==> config.mk <==
export PLATFORM = sky130hd
export DESIGN_NAME = display_source_scheduler
export DESIGN_NICKNAME = d
export VERILOG_FILES = /design/src/rtl/display_source_scheduler.sv
export SDC_FILE = /design/constraint.sdc
export NUM_CORES = 1
export LEC_CHECK = 0
export ABC_AREA = 1
export BUFFER_PORTS_ARGS = -buffer_cell sky130_fd_sc_hd__buf_4
export CAP_MARGIN = 40
export CORE_ASPECT_RATIO = 2
export CORE_MARGIN = 2
export CORE_UTILIZATION = 50
export DETAILED_ROUTE_END_ITERATION = 12
export GPL_ROUTABILITY_DRIVEN = 0
export PLACE_DENSITY = 0.77
export SETUP_SLACK_MARGIN = 0.5
export SYNTH_ARGS = -nofsm -noshare
export SYNTH_HDL_FRONTEND = slang
export SYNTH_SLANG_ARGS = --single-unit
==> constraint.sdc <==
create_clock -name clk -period 2.2 [get_ports clk]
set_clock_uncertainty 0.15 [all_clocks]
set_input_delay 0 -clock clk [delete_from_list [all_inputs] [get_ports clk]]
set_output_delay 0 -clock clk [all_outputs]
set_load 0.01 [all_outputs]
==> src/rtl/display_source_scheduler.sv <==
// display_source_scheduler
//
// Time-shares the 4-digit seven-segment display driver between four value
// sources. Enabled sources are shown round-robin for DWELL_CYCLES each; an
// alert request pre-empts the rotation and pins one source for ALERT_CYCLES,
// after which rotation resumes at the source that was interrupted.
//
// state  | meaning
// -------+---------------------------------------------------------------
// IDLE   | no source enabled, display blanked (num=0, disp_valid=0)
// ROTATE | showing src_sel, dwell counter runs unless hold=1
// ALERT  | alerted source pinned, alert counter runs every cycle
//
// Ports:
//   clk          system clock, rising edge
//   rst_n        synchronous active-low reset
//   src_num      four packed 13-bit values, source i at [13*i+12:13*i]
//   src_en       rotation enable per source
//   alert_req    single-cycle pre-emption request per source
//   hold         freezes the rotation dwell counter
//   num          registered value for the display driver
//   src_sel      index of the source currently shown
//   disp_valid   a source is being shown
//   alert_active scheduler is in ALERT
//   switch_pulse first cycle of a new src_sel, or first cycle after IDLE
//
// All outputs come straight from flops; no input reaches an output
// combinationally.

module display_source_scheduler #(
  parameter int DWELL_CYCLES = 100000000,
  parameter int ALERT_CYCLES = 300000000,
  parameter int CNT_W        = 32
) (
  input  logic        clk,
  input  logic        rst_n,
  input  logic [51:0] src_num,
  input  logic [3:0]  src_en,
  input  logic [3:0]  alert_req,
  input  logic        hold,
  output logic [12:0] num,
  output logic [1:0]  src_sel,
  output logic        disp_valid,
  output logic        alert_active,
  output logic        switch_pulse
);

  typedef enum logic [1:0] {
    IDLE   = 2'd0,
    ROTATE = 2'd1,
    ALERT  = 2'd2
  } state_t;

  localparam logic [CNT_W-1:0] DWELL_LAST = CNT_W'(DWELL_CYCLES - 1);
  localparam logic [CNT_W-1:0] ALERT_LAST = CNT_W'(ALERT_CYCLES - 1);
  localparam logic [CNT_W-1:0] CNT_ONE    = CNT_W'(1);

  state_t           state_q, state_d;
  logic [CNT_W-1:0] cnt_q, cnt_d;
  logic [1:0]       saved_q, saved_d;
  logic [1:0]       sel_q, sel_d;
  logic [12:0]      num_q;
  logic             valid_q, alert_q, pulse_q;
  logic [12:0]      src_val [4];

  // Lowest set bit; caller guarantees at least one bit is set.
  function automatic logic [1:0] lowest_set(input logic [3:0] bits);
    lowest_set = 2'd0;
    for (int k = 3; k >= 0; k--) begin
      if (bits[k]) lowest_set = 2'(k);
    end
  endfunction

  // First enabled source after cur, wrapping around and ending at cur itself.
  function automatic logic [1:0] next_enabled(input logic [1:0] cur,
                                              input logic [3:0] en);
    logic [1:0] idx;
    logic       found;
    next_enabled = cur;
    found = 1'b0;
    for (int k = 1; k <= 4; k++) begin
      idx = cur + 2'(k);
      if (!found && en[idx]) begin
        next_enabled = idx;
        found = 1'b1;
      end
    end
  endfunction

  always_comb begin
    for (int i = 0; i < 4; i++) begin
      src_val[i] = src_num[13*i +: 13];
    end
  end

  always_comb begin
    state_d = state_q;
    cnt_d   = cnt_q;
    saved_d = saved_q;
    sel_d   = sel_q;

    case (state_q)
      IDLE: begin
        if (|alert_req) begin
          state_d = ALERT;
          sel_d   = lowest_set(alert_req);
          saved_d = 2'd0;
          cnt_d   = '0;
        end else if (|src_en) begin
          state_d = ROTATE;
          sel_d   = lowest_set(src_en);
          cnt_d   = '0;
        end
      end

      ROTATE: begin
        if (|alert_req) begin
          // Save the index as shown now, even if the dwell expires this
          // cycle, so the interrupted source gets its turn back.
          state_d = ALERT;
          sel_d   = lowest_set(alert_req);
          saved_d = sel_q;
          cnt_d   = '0;
        end else if (!src_en[sel_q]) begin
          cnt_d = '0;
          if (|src_en) begin
            sel_d = next_enabled(sel_q, src_en);
          end else begin
            state_d = IDLE;
          end
        end else if (!hold) begin
          if (cnt_q == DWELL_LAST) begin
            sel_d = next_enabled(sel_q, src_en);
            cnt_d = '0;
          end else begin
            cnt_d = cnt_q + CNT_ONE;
          end
        end
      end

      ALERT: begin
        if (|alert_req) begin
          sel_d = lowest_set(alert_req);
          cnt_d = '0;
        end else if (cnt_q == ALERT_LAST) begin
          cnt_d = '0;
          if (src_en[saved_q]) begin
            state_d = ROTATE;
            sel_d   = saved_q;
          end else if (|src_en) begin
            state_d = ROTATE;
            sel_d   = next_enabled(saved_q, src_en);
          end else begin
            state_d = IDLE;
          end
        end else begin
          cnt_d = cnt_q + CNT_ONE;
        end
      end

      default: begin
        state_d = IDLE;
        cnt_d   = '0;
      end
    endcase
  end

  // Entering IDLE leaves src_sel where it was, so no switch pulse fires;
  // leaving IDLE always pulses even if the index happens to match.
  always_ff @(posedge clk) begin
    if (!rst_n) begin
      state_q <= IDLE;
      cnt_q   <= '0;
      saved_q <= 2'd0;
      sel_q   <= 2'd0;
      num_q   <= '0;
      valid_q <= 1'b0;
      alert_q <= 1'b0;
      pulse_q <= 1'b0;
    end else begin
      state_q <= state_d;
      cnt_q   <= cnt_d;
      saved_q <= saved_d;
      sel_q   <= sel_d;
      num_q   <= (state_d == IDLE) ? 13'd0 : src_val[sel_d];
      valid_q <= (state_d != IDLE);
      alert_q <= (state_d == ALERT);
      pulse_q <= (state_d != IDLE) && ((sel_d != sel_q) || (state_q == IDLE));
    end
  end

  assign num          = num_q;
  assign src_sel      = sel_q;
  assign disp_valid   = valid_q;
  assign alert_active = alert_q;
  assign switch_pulse = pulse_q;

endmodule

==> summary.md, run 1 <==
| Metric | Value |
|---|---|
| Root Driver | clkbuf_16 |
| Initial Util | 51.1% |
| Die X | 65.9 microns |
| Num CTS Buffers | 5 |
| GRT worst endpoint | num[5]$_SDFF_PP0_/D |
| Post-synthesis mux area share | 0% |
| Syn Area/Cell | 6.19 sq um |
| Post-synth net total | 686 |
| Largest net degree at the start of global routing | 25 |
| Stop err | [ERROR GRT-0232] Routing congestion too high. Check the congestion heatmap in the GUI. |
| Clk buf depth | 2 |
| I/O pin total | 81 |
| Yosys cell types | 41 |
| Simple logic cell fraction of the synthesized area | 42.9% |
| Grt ovf | 749 |
| Synth Area in Adders | 1.63% |
| Detailed placer's ending HPWL | 8540 microns |
| Register area share after synthesis | 28.2% |
| EDFF count, synth | 0 |
| CTS Sinks | 54 |
| Syn Inst Count | 618 |
| Synth Warn # | 0 |
| Post-Syn Area | 3830 sq um |
| Rows | 45 |
| Share of the synthesized area in compound gates (AO/OA/AOI/OAI) | 11.6% |
| Die Ht | 128 microns |
| Synth Flop Type | dfxtp_1 |
| Stage reached | global routing (5_1_grt) |
| H-tree levels | 2 |
| Post-Synth XOR/XNOR Area | 1.83% |
| Status | aborted with a tool error |
| Largest family of logic cells by synthesized area | simple AND/OR/NAND/NOR gates |
| GRT Total Usage | 95.0% |
| Worst ep type | register input |
| FF+latch count, synth | 54 |
| Synth async-reset ratio | 0% |
| Port bufs | 80 |
-- through the flow --
step / instances / instance area [sq um] / utilization, % / worst slack [ns]
CTS: 946 / 6310 / 84.2 / -0.0981
detailed placement: 860 / 5120 / 68.4 / -0.211
global placement: 860 / 5120 / 68.4 / -0.150
floorplan: 618 / 3900 / - / 0.141
-- cells by family after synthesis --
family / count (synthesis)
buffers and inverters: 127
XOR/XNOR: 8
adder cells (fa/ha/maj): 5
flip-flops: 54
AND/OR/NAND/NOR: 348
AO/OA/AOI/OAI: 76
-- Yosys cell counts, types with 4 or more instances --
master / number / area (sq um)
a211oi_1: 5 / 37.5
a21oi_1: 39 / 195
buf_2: 5 / 25.0
buf_6: 4 / 45.0
dfxtp_1: 54 / 1080
ha_1: 5 / 62.6
inv_1: 106 / 398
inv_2: 6 / 22.5
nand2_1: 153 / 574
nand2_2: 6 / 37.5
nand3_1: 65 / 325
nand3b_1: 14 / 105
nand4_1: 14 / 87.6
nor2_1: 53 / 199
nor2_2: 4 / 25.0
nor2_4: 4 / 45.0
nor3_1: 17 / 85.1
nor4_1: 5 / 31.3
o21ai_0: 15 / 75.1
xor2_1: 7 / 61.3
-- layer usage --
layer  overflow  track usage (%)
met1          2             82.7
met2        571              131
met3          5             58.1
met4        171              116
met5          0            0.658
-- timing repair --
item,in CTS
gates cloned,2
hold buffers,52
resized for setup,97
setup buffers,24
setup endpoints to repair,52
pin swaps,25
endpoints found under the hold margin,13
==> run 2: changes to the inputs <==
--- a/config.mk
+++ b/config.mk
@@ -8,13 +8,11 @@
 export ABC_AREA = 1
 export BUFFER_PORTS_ARGS = -buffer_cell sky130_fd_sc_hd__buf_4
 export CAP_MARGIN = 40
-export CORE_ASPECT_RATIO = 2
 export CORE_MARGIN = 2
-export CORE_UTILIZATION = 50
+export CORE_UTILIZATION = 40
 export DETAILED_ROUTE_END_ITERATION = 12
 export GPL_ROUTABILITY_DRIVEN = 0
-export PLACE_DENSITY = 0.77
-export SETUP_SLACK_MARGIN = 0.5
+export PLACE_DENSITY_LB_ADDON = 0.15
 export SYNTH_ARGS = -nofsm -noshare
 export SYNTH_HDL_FRONTEND = slang
 export SYNTH_SLANG_ARGS = --single-unit
==> constraint.sdc (replaced) <==
create_clock -name clk -period 2.86 [get_ports clk]
set_clock_uncertainty 0.15 [all_clocks]
set_input_delay 0 -clock clk [delete_from_list [all_inputs] [get_ports clk]]
set_output_delay 0 -clock clk [all_outputs]
set_load 0.01 [all_outputs]
==> run 2 against run 1 <==
Net effect: the run now ends clean; synthesized area stayed put; synthesized cell count is the same.
==> summary.md, run 2 <==
| Metric | Value |
|---|---|
| Leakage | 2.38 nW |
| Initial Util | 41.2% |
| Initial DRT Pass Iterations | 4 |
| FF+latch count, synth | 54 |
| Final hold violation count | 0 |
| Cell repeated most along the worst path | nand2_1 |
| Post-route design area | 5200 sq um |
| Die Ht | 102 microns |
| Tcrit/Tclk final | 93.1% |
| Setup_tns | 0 ns |
| Antenna Nets Post-Route | 0 |
| CP peak stage delay | 0.39 ns |
| Post-Syn Area | 3830 sq um |
| Maximum vdd drop | 0.000226 V |
| Top delay family on crit path | simple AND/OR/NAND/NOR gates |
| Drt via density | 5.00 |
| Die X | 102 microns |
| DR DRC count | 0 |
| Synth Warn # | 0 |
| Min cycle time layout | 2.66 ns |
| Grt ovf | 0 |
| Simple logic cell fraction of the synthesized area | 42.9% |
| First-pass GRT wire length | 19000 microns |
| Largest net degree at the start of global routing | 29 |
| Worst path required time | 2.92 ns |
| CP Capture Type | flip-flop |
| Dominant cell type by area after synthesis | dfxtp_1 |
| Core ar. | 9280 sq um |
| Pwr per Cell Area | 338 nW/um^2 |
| Area after DPL | 4540 sq um |
| Achievable Freq | 375 MHz |
| Skew-Pair Late Insertion Delay | 0.32 ns |
| Largest family of logic cells by synthesized area | simple AND/OR/NAND/NOR gates |
| Initial antenna violation count | 0 |
| Actual slew at the worst max-slew pin | 0.640 ns |
| Reg with most FFs | cnt_q |
| Clk buf depth | 2 |
| Yosys top cell area share | 28.2% |
| Hold Path Class | in -> reg |
| WL/cell | 13.3 microns |
| Slowest CP cell | dfxtp_1 |
| Post-synth top cells | 153 x nand2_1, 106 x inv_1, 65 x nand3_1 |
| Share of the synthesized area in compound gates (AO/OA/AOI/OAI) | 11.6% |
| Relative slew slack | 57.2% |
| Post-synth net total | 686 |
| Leading cell type in the layout, fill and taps excluded | nand2_1 |
| Vias | 4408 |
| GRT Total Usage | 22.8% |
| Clk slew on worst S/H paths | 0.11 ns |
| Max-cap viol count | 0 |
| Initial DRC count | 200 |
| Post-CTS Setup Bufs | 0 |
| Crit path buf inv count | 3 |
| Post-route setup slack | 0.197 ns |
| Post-layout util | 56.0% |
| Final setup viols | 0 |
| Post-synthesis mux area share | 0% |
| Critical path, cell by cell | ha_1, inv_1, nor2_2, nand2_2, inv_1, nand3_2, nor2_1, nand2_1, nand2_1, nand2_1, nand2_1, nand3_1, nand3_4, buf_4, nand3b_1, nand3_1, a21oi_1 |
| CTS Sinks | 54 |
| Critical path startpoint category | flip-flop |
| Die area | 10400 sq um |
| CP arrival | 2.73 ns |
| Post-layout nets | 820 |
| Vias in the first global route | 4103 |
| Synth Area in Adders | 1.63% |
| Post-Synth XOR/XNOR Area | 1.83% |
| Critical Path Fanout Max | 13 |
| Layout cells sized above 1 | 17.4% |
| Rows | 35 |
| CTS tree | built |
| Status | complete, no violations |
| Number of flip-flops in the largest register | 32 |
| Commonest non-fill, non-tap cells in the layout | 153 x nand2_1, 106 x inv_1, 87 x buf_4 |
| Register area share after synthesis | 28.2% |
| I/O pin total | 81 |
| Num CTS Buffers | 5 |
| Detailed placer's ending HPWL | 8250 microns |
| Routed WL | 11700 microns |
| EDFF count, synth | 0 |
| Critical path class | reg -> reg |
| Count leader, synth | nand2_1 |
| Synth async-reset ratio | 0% |
| Syn Inst Count | 618 |
| H-tree levels | 2 |
| N_diodes | 0 |
| Port bufs | 80 |
| Dpl ws | 0.247 ns |
| Synth Flop Type | dfxtp_1 |
| Slew Limit Fails | 0 |
| Area contributors post-synth | dfxtp_1 28%, nand2_1 15%, inv_1 10% |
| Syn Area/Cell | 6.19 sq um |
| Yosys cell types | 41 |
| Area Growth Syn to Fin | 35.9% |
| Root Driver | clkbuf_8 |
run 2: cell counts after synthesis:
No cell type changed its count.
run 2: metrics by stage:
stage / std cells / hold slack [ns] / total power (W)
after CTS: 882 / 0.108 / 0.00176
after global routing: 882 / 0.233 / 0.00185
after floorplan: 618 / 0.0576 / 0.00107
after global placement: 820 / 0.200 / 0.00123
final: 882 / 0.174 / 0.00176
after detailed placement: 820 / 0.212 / 0.00123
run 2: cells by family after synthesis:
| group | count (synthesis) |
|---|---|
| DFF | 54 |
| adders and majority gates | 5 |
| and+or+nand+nor | 348 |
| AOI/OAI and AO/OA | 76 |
| buffers and inverters | 127 |
| xor gates and xnor gates | 8 |
run 2: report_power, final:
group / internal, W / leakage, nW / switching, W / total (W)
Sequential: 0.000786 / 0.440 / 0.0000182 / 0.000804
Clock: 0.000178 / 0.0447 / 0.000287 / 0.000465
Combinational: 0.000239 / 1.90 / 0.000251 / 0.000490
Total: 0.00120 / 2.38 / 0.000556 / 0.00176
run 2: path summary, 6_finish.rpt:
| kind | start | endpoint | slack, ns | depth (start not counted) |
|---|---|---|---|---|
| hold reg to reg | cnt_q[6] | cnt_q[6] | 0.33 | 2 |
| setup / recovery | cnt_q[0] | num[12] | 0.20 | 17 |
| hold / removal | alert_req[0] | switch_pulse | 0.17 | 7 |
| setup reg to reg | cnt_q[0] | num[12] | 0.20 | 17 |
run 2: per-layer routing:
| metal | vias up | track usage [%] | part of all wire, % |
|---|---|---|---|
| met4 | 0 | 7.38 | 2.1 |
| li1 | 2256 | - | - |
| met3 | 23 | 3.35 | 5.0 |
| met1 | 1986 | 31.6 | 47 |
| met5 | - | 0 | 0 |
| met2 | 143 | 36.5 | 46 |
run 2: final cells by class:
cell class              instances  area (sq um)
repair buffers                141          1190
well taps                     129           161
clock buffers                   5          68.8
fillers                       892          4080
multi-input cells             437          2240
inverters                     113           429
clock inverters                 3          25.0
flip-flops and latches         54          1080
run 2: tightest hold or removal path, cell delays in order:
cell,delay (ns)
buf_4,0.08
a21oi_1,0.08
nand3_2,0.12
nand4_1,0.09
nand3_1,0.11
nor2_1,0.05
nor2_1,0.07
run 2: repair_timing:
action,4_1_cts,5_1_grt
hold buffers,54,0
setup endpoints to repair,0,14
gates resized for setup,0,5
hold endpoints to repair,24,0
No activity file was read; power rests on OpenSTA's default activity.
==> run 3: changes to the inputs <==
--- a/config.mk
+++ b/config.mk
@@ -5,7 +5,6 @@
 export SDC_FILE = /design/constraint.sdc
 export NUM_CORES = 1
 export LEC_CHECK = 0
-export ABC_AREA = 1
 export BUFFER_PORTS_ARGS = -buffer_cell sky130_fd_sc_hd__buf_4
 export CAP_MARGIN = 40
 export CORE_MARGIN = 2
==> run 3 against run 2 <==
Net effect: the run now ends with setup timing left; non-clock buffer count grew 55; combinational power down 11%; synthesized cell count shrank 45%; power rose by 5.9%; sequential share of layout area up 0.89 points; largest power group unchanged.
==> summary.md, run 3 <==
| Metric | Value |
|---|---|
| Initial antenna violation count | 2 |
| Beginning of the worst hold path | alert_req[0] |
| Relative slew slack | 73.4% |
| CTS Sinks | 54 |
| Dominant cell type by area after synthesis | dfxtp_1 |
| Number of flip-flops in the largest register | 32 |
| Core ar. | 7610 sq um |
| Count leader, synth | dfxtp_1 |
| Multi-input combinational cell area | 1940 sq um |
| WL/cell | 15.7 microns |
| Critical path class | reg -> reg |
| Hold depth | 6 |
| Post-synth top cells | 54 x dfxtp_1, 42 x nor2_1, 27 x nand2_1 |
| R2R setup slack | -0.67 ns |
| Area contributors post-synth | dfxtp_1 35%, mux4_1 11%, xor2_1 6.2% |
| Status | finished with violations |
| Final hold violation count | 0 |
| Post-Synth XOR/XNOR Area | 9.04% |
| GRT Total Usage | 22.7% |
| RSZ-0062 raised after global routing | true |
| Detailed placer's ending HPWL | 6370 microns |
| H-tree levels | 2 |
| Routed WL | 9930 microns |
| Largest family of logic cells by synthesized area | simple AND/OR/NAND/NOR gates |
| EDFF count, synth | 0 |
| Achievable Freq | 283 MHz |
| Port bufs | 80 |
| Root Driver | clkbuf_8 |
| Layout cells sized above 1 | 36.1% |
| CP Capture Type | flip-flop |
| Seq pwr share | 42.9% |
| Vias in the first global route | 3359 |
| Worst path required time | 2.91 ns |
| DR DRC count | 0 |
| CTS tree | built |
| Final setup viols | 16 |
| Setup_tns | -8.64 ns |
| Yosys top cell area share | 34.9% |
| Yosys cell types | 54 |
| Post-layout nets | 596 |
| Leading cell type in the layout, fill and taps excluded | buf_4 |
| Int Power | 0.00141 W |
| Slew Limit Fails | 0 |
| Switch share | 24.1% |
| Post-synth net total | 407 |
| Post-route setup slack | -0.674 ns |
| Die Ht | 92.1 microns |
| Tcrit/Tclk final | 124% |
| Hold Path Class | in -> reg |
| Critical R2R Launch | cnt_q[11] |
| Register area share after synthesis | 34.9% |
| Rows | 32 |
| Initial Util | 40.8% |
| Synth Area in Adders | 2.02% |
| Syn Inst Count | 339 |
| Min cycle time layout | 3.53 ns |
| Critical Path Fanout Max | 8 |
| Max-cap viol count | 0 |
| Share of the synthesized area in compound gates (AO/OA/AOI/OAI) | 10.1% |
| Drt via density | 5.17 |
| Power consumption | 0.00186 W |
| Post-Syn Area | 3100 sq um |
| Pwr per Cell Area | 373 nW/um^2 |
| Actual slew at the worst max-slew pin | 0.395 ns |
| Die area | 8480 sq um |
| Maximum vdd drop | 0.000297 V |
| Synth Warn # | 0 |
| Fill cells | 622 |
| I/O pin total | 81 |
| Reg2Reg Depth | 8 |
| Vias | 3272 |
| Reg with most FFs | cnt_q |
| CP arrival | 3.59 ns |
| Clk buf depth | 2 |
| Grt ovf | 0 |
| Post-synthesis mux area share | 13.0% |
| Synth Flop Type | dfxtp_1 |
| Area Growth Syn to Fin | 61.0% |
| Synth async-reset ratio | 0% |
| Largest net degree at the start of global routing | 25 |
| P_sw | 0.000448 W |
| Register Area | 1080 sq um |
| Initial DRC count | 137 |
| Die X | 92.1 microns |
| Gate power share | 23.5% |
| Critical path startpoint category | flip-flop |
| First-pass GRT wire length | 15400 microns |
| Hold EP | switch_pulse |
| Simple logic cell fraction of the synthesized area | 26.8% |
| Skew-Pair Late Insertion Delay | 0.31 ns |
| Leakage | 2.03 nW |
| Syn Area/Cell | 9.15 sq um |
| FF+latch count, synth | 54 |
| Failing checks | setup timing |
| Initial DRT Pass Iterations | 4 |
| Part of the power in the clock network | 33.6% |
| Num CTS Buffers | 5 |
| Clk slew on worst S/H paths | 0.10 ns |
| Antenna Nets Post-Route | 0 |
| Reg2reg end | num[11] |
| Commonest non-fill, non-tap cells in the layout | 138 x buf_4, 53 x dlygate4sd3_1, 52 x dfxtp_1 |
-- run 3: cell types whose count changed after synthesis, sizes merged, moves of 15 or more --
cell	previous run	this run
xor2	7	22
nor2b	0	17
nor2	61	42
a21oi	41	13
nand3b	15	0
nand2	160	27
inv	113	15
nor3	19	4
nand3	68	19
-- run 3: metrics by stage --
step / std cells / area, sq um / util [%] / hold slack (ns) / setup slack [ns]
after floorplan: 339 / 3090 / - / -0.0283 / -0.656
after global placement: 568 / 4230 / 55.6 / 0.132 / -0.629
after detailed placement: 568 / 4230 / 55.6 / 0.133 / -0.692
after CTS: 629 / 4920 / 64.7 / 0.0192 / -0.645
after global routing: 633 / 4990 / 65.7 / 0.0760 / -0.749
final: 633 / 4990 / 65.7 / 0.0319 / -0.674
-- run 3: repair_timing --
action	4_1_cts	5_1_grt
hold buffers	53	0
buffers inserted	0	1
resized for setup	11	16
endpoints found under the setup margin	17	21
pin swaps	5	8
hold endpoints to repair	18	0
cloned	0	1
-- run 3: kinds of logic after synthesis --
group,after synthesis
AO/OA/AOI/OAI,42
XOR/XNOR,32
adder cells (fa/ha/maj),5
buffers and inverters,29
flip-flops,54
multiplexers,18
AND/OR/NAND/NOR,159
-- run 3: metal layers --
metal / vias to the layer above / global-route usage (%) / wire length [microns]
li1: 1589 / - / -
met1: 1547 / 25.5 / 3950
met2: 108 / 42.2 / 5210
met3: 28 / 4.11 / 463
met4: 0 / 9.08 / 316
met5: - / 0 / 0
-- run 3: final cells by class --
cell class	count	share of cell area (%)
multi-input cells	256	38.8
repair buffers	196	32.8
flip-flops and latches	54	21.7
well taps	102	2.56
clock buffers	6	1.65
clock inverters	2	1.20
inverters	15	1.13
diodes	2	0.100
-- run 3: critical path, cell delays in order (launching register included) --
cell,delay [ns]
dfxtp_2,0.33
or4_4,0.51
or4_4,0.42
or4_4,0.57
a311o_1,0.38
a31oi_4,0.24
buf_12,0.17
mux4_2,0.50
nor2b_1,0.16
-- run 3: power groups by stage --
stage / Sequential, W / Clock, W / Combinational, W
2_1_floorplan: 0.000827 / 0 / 0.000167
3_3_place_gp: 0.000813 / 0 / 0.000336
3_5_place_dp: 0.000813 / 0 / 0.000340
4_1_cts: 0.000796 / 0.000643 / 0.000406
5_1_grt: 0.000801 / 0.000661 / 0.000465
6_report: 0.000799 / 0.000625 / 0.000438
-- run 3: worst max-delay path by stage --
stage	to	startpoint	slack (ns)
detailed placement	num[7]	cnt_q[11]	-0.69
finish	num[11]	cnt_q[11]	-0.67
global placement	num[1]	cnt_q[11]	-0.63
floorplan	num[0]	cnt_q[11]	-0.66
CTS	num[7]	cnt_q[11]	-0.64
global route	num[6]	cnt_q[11]	-0.75
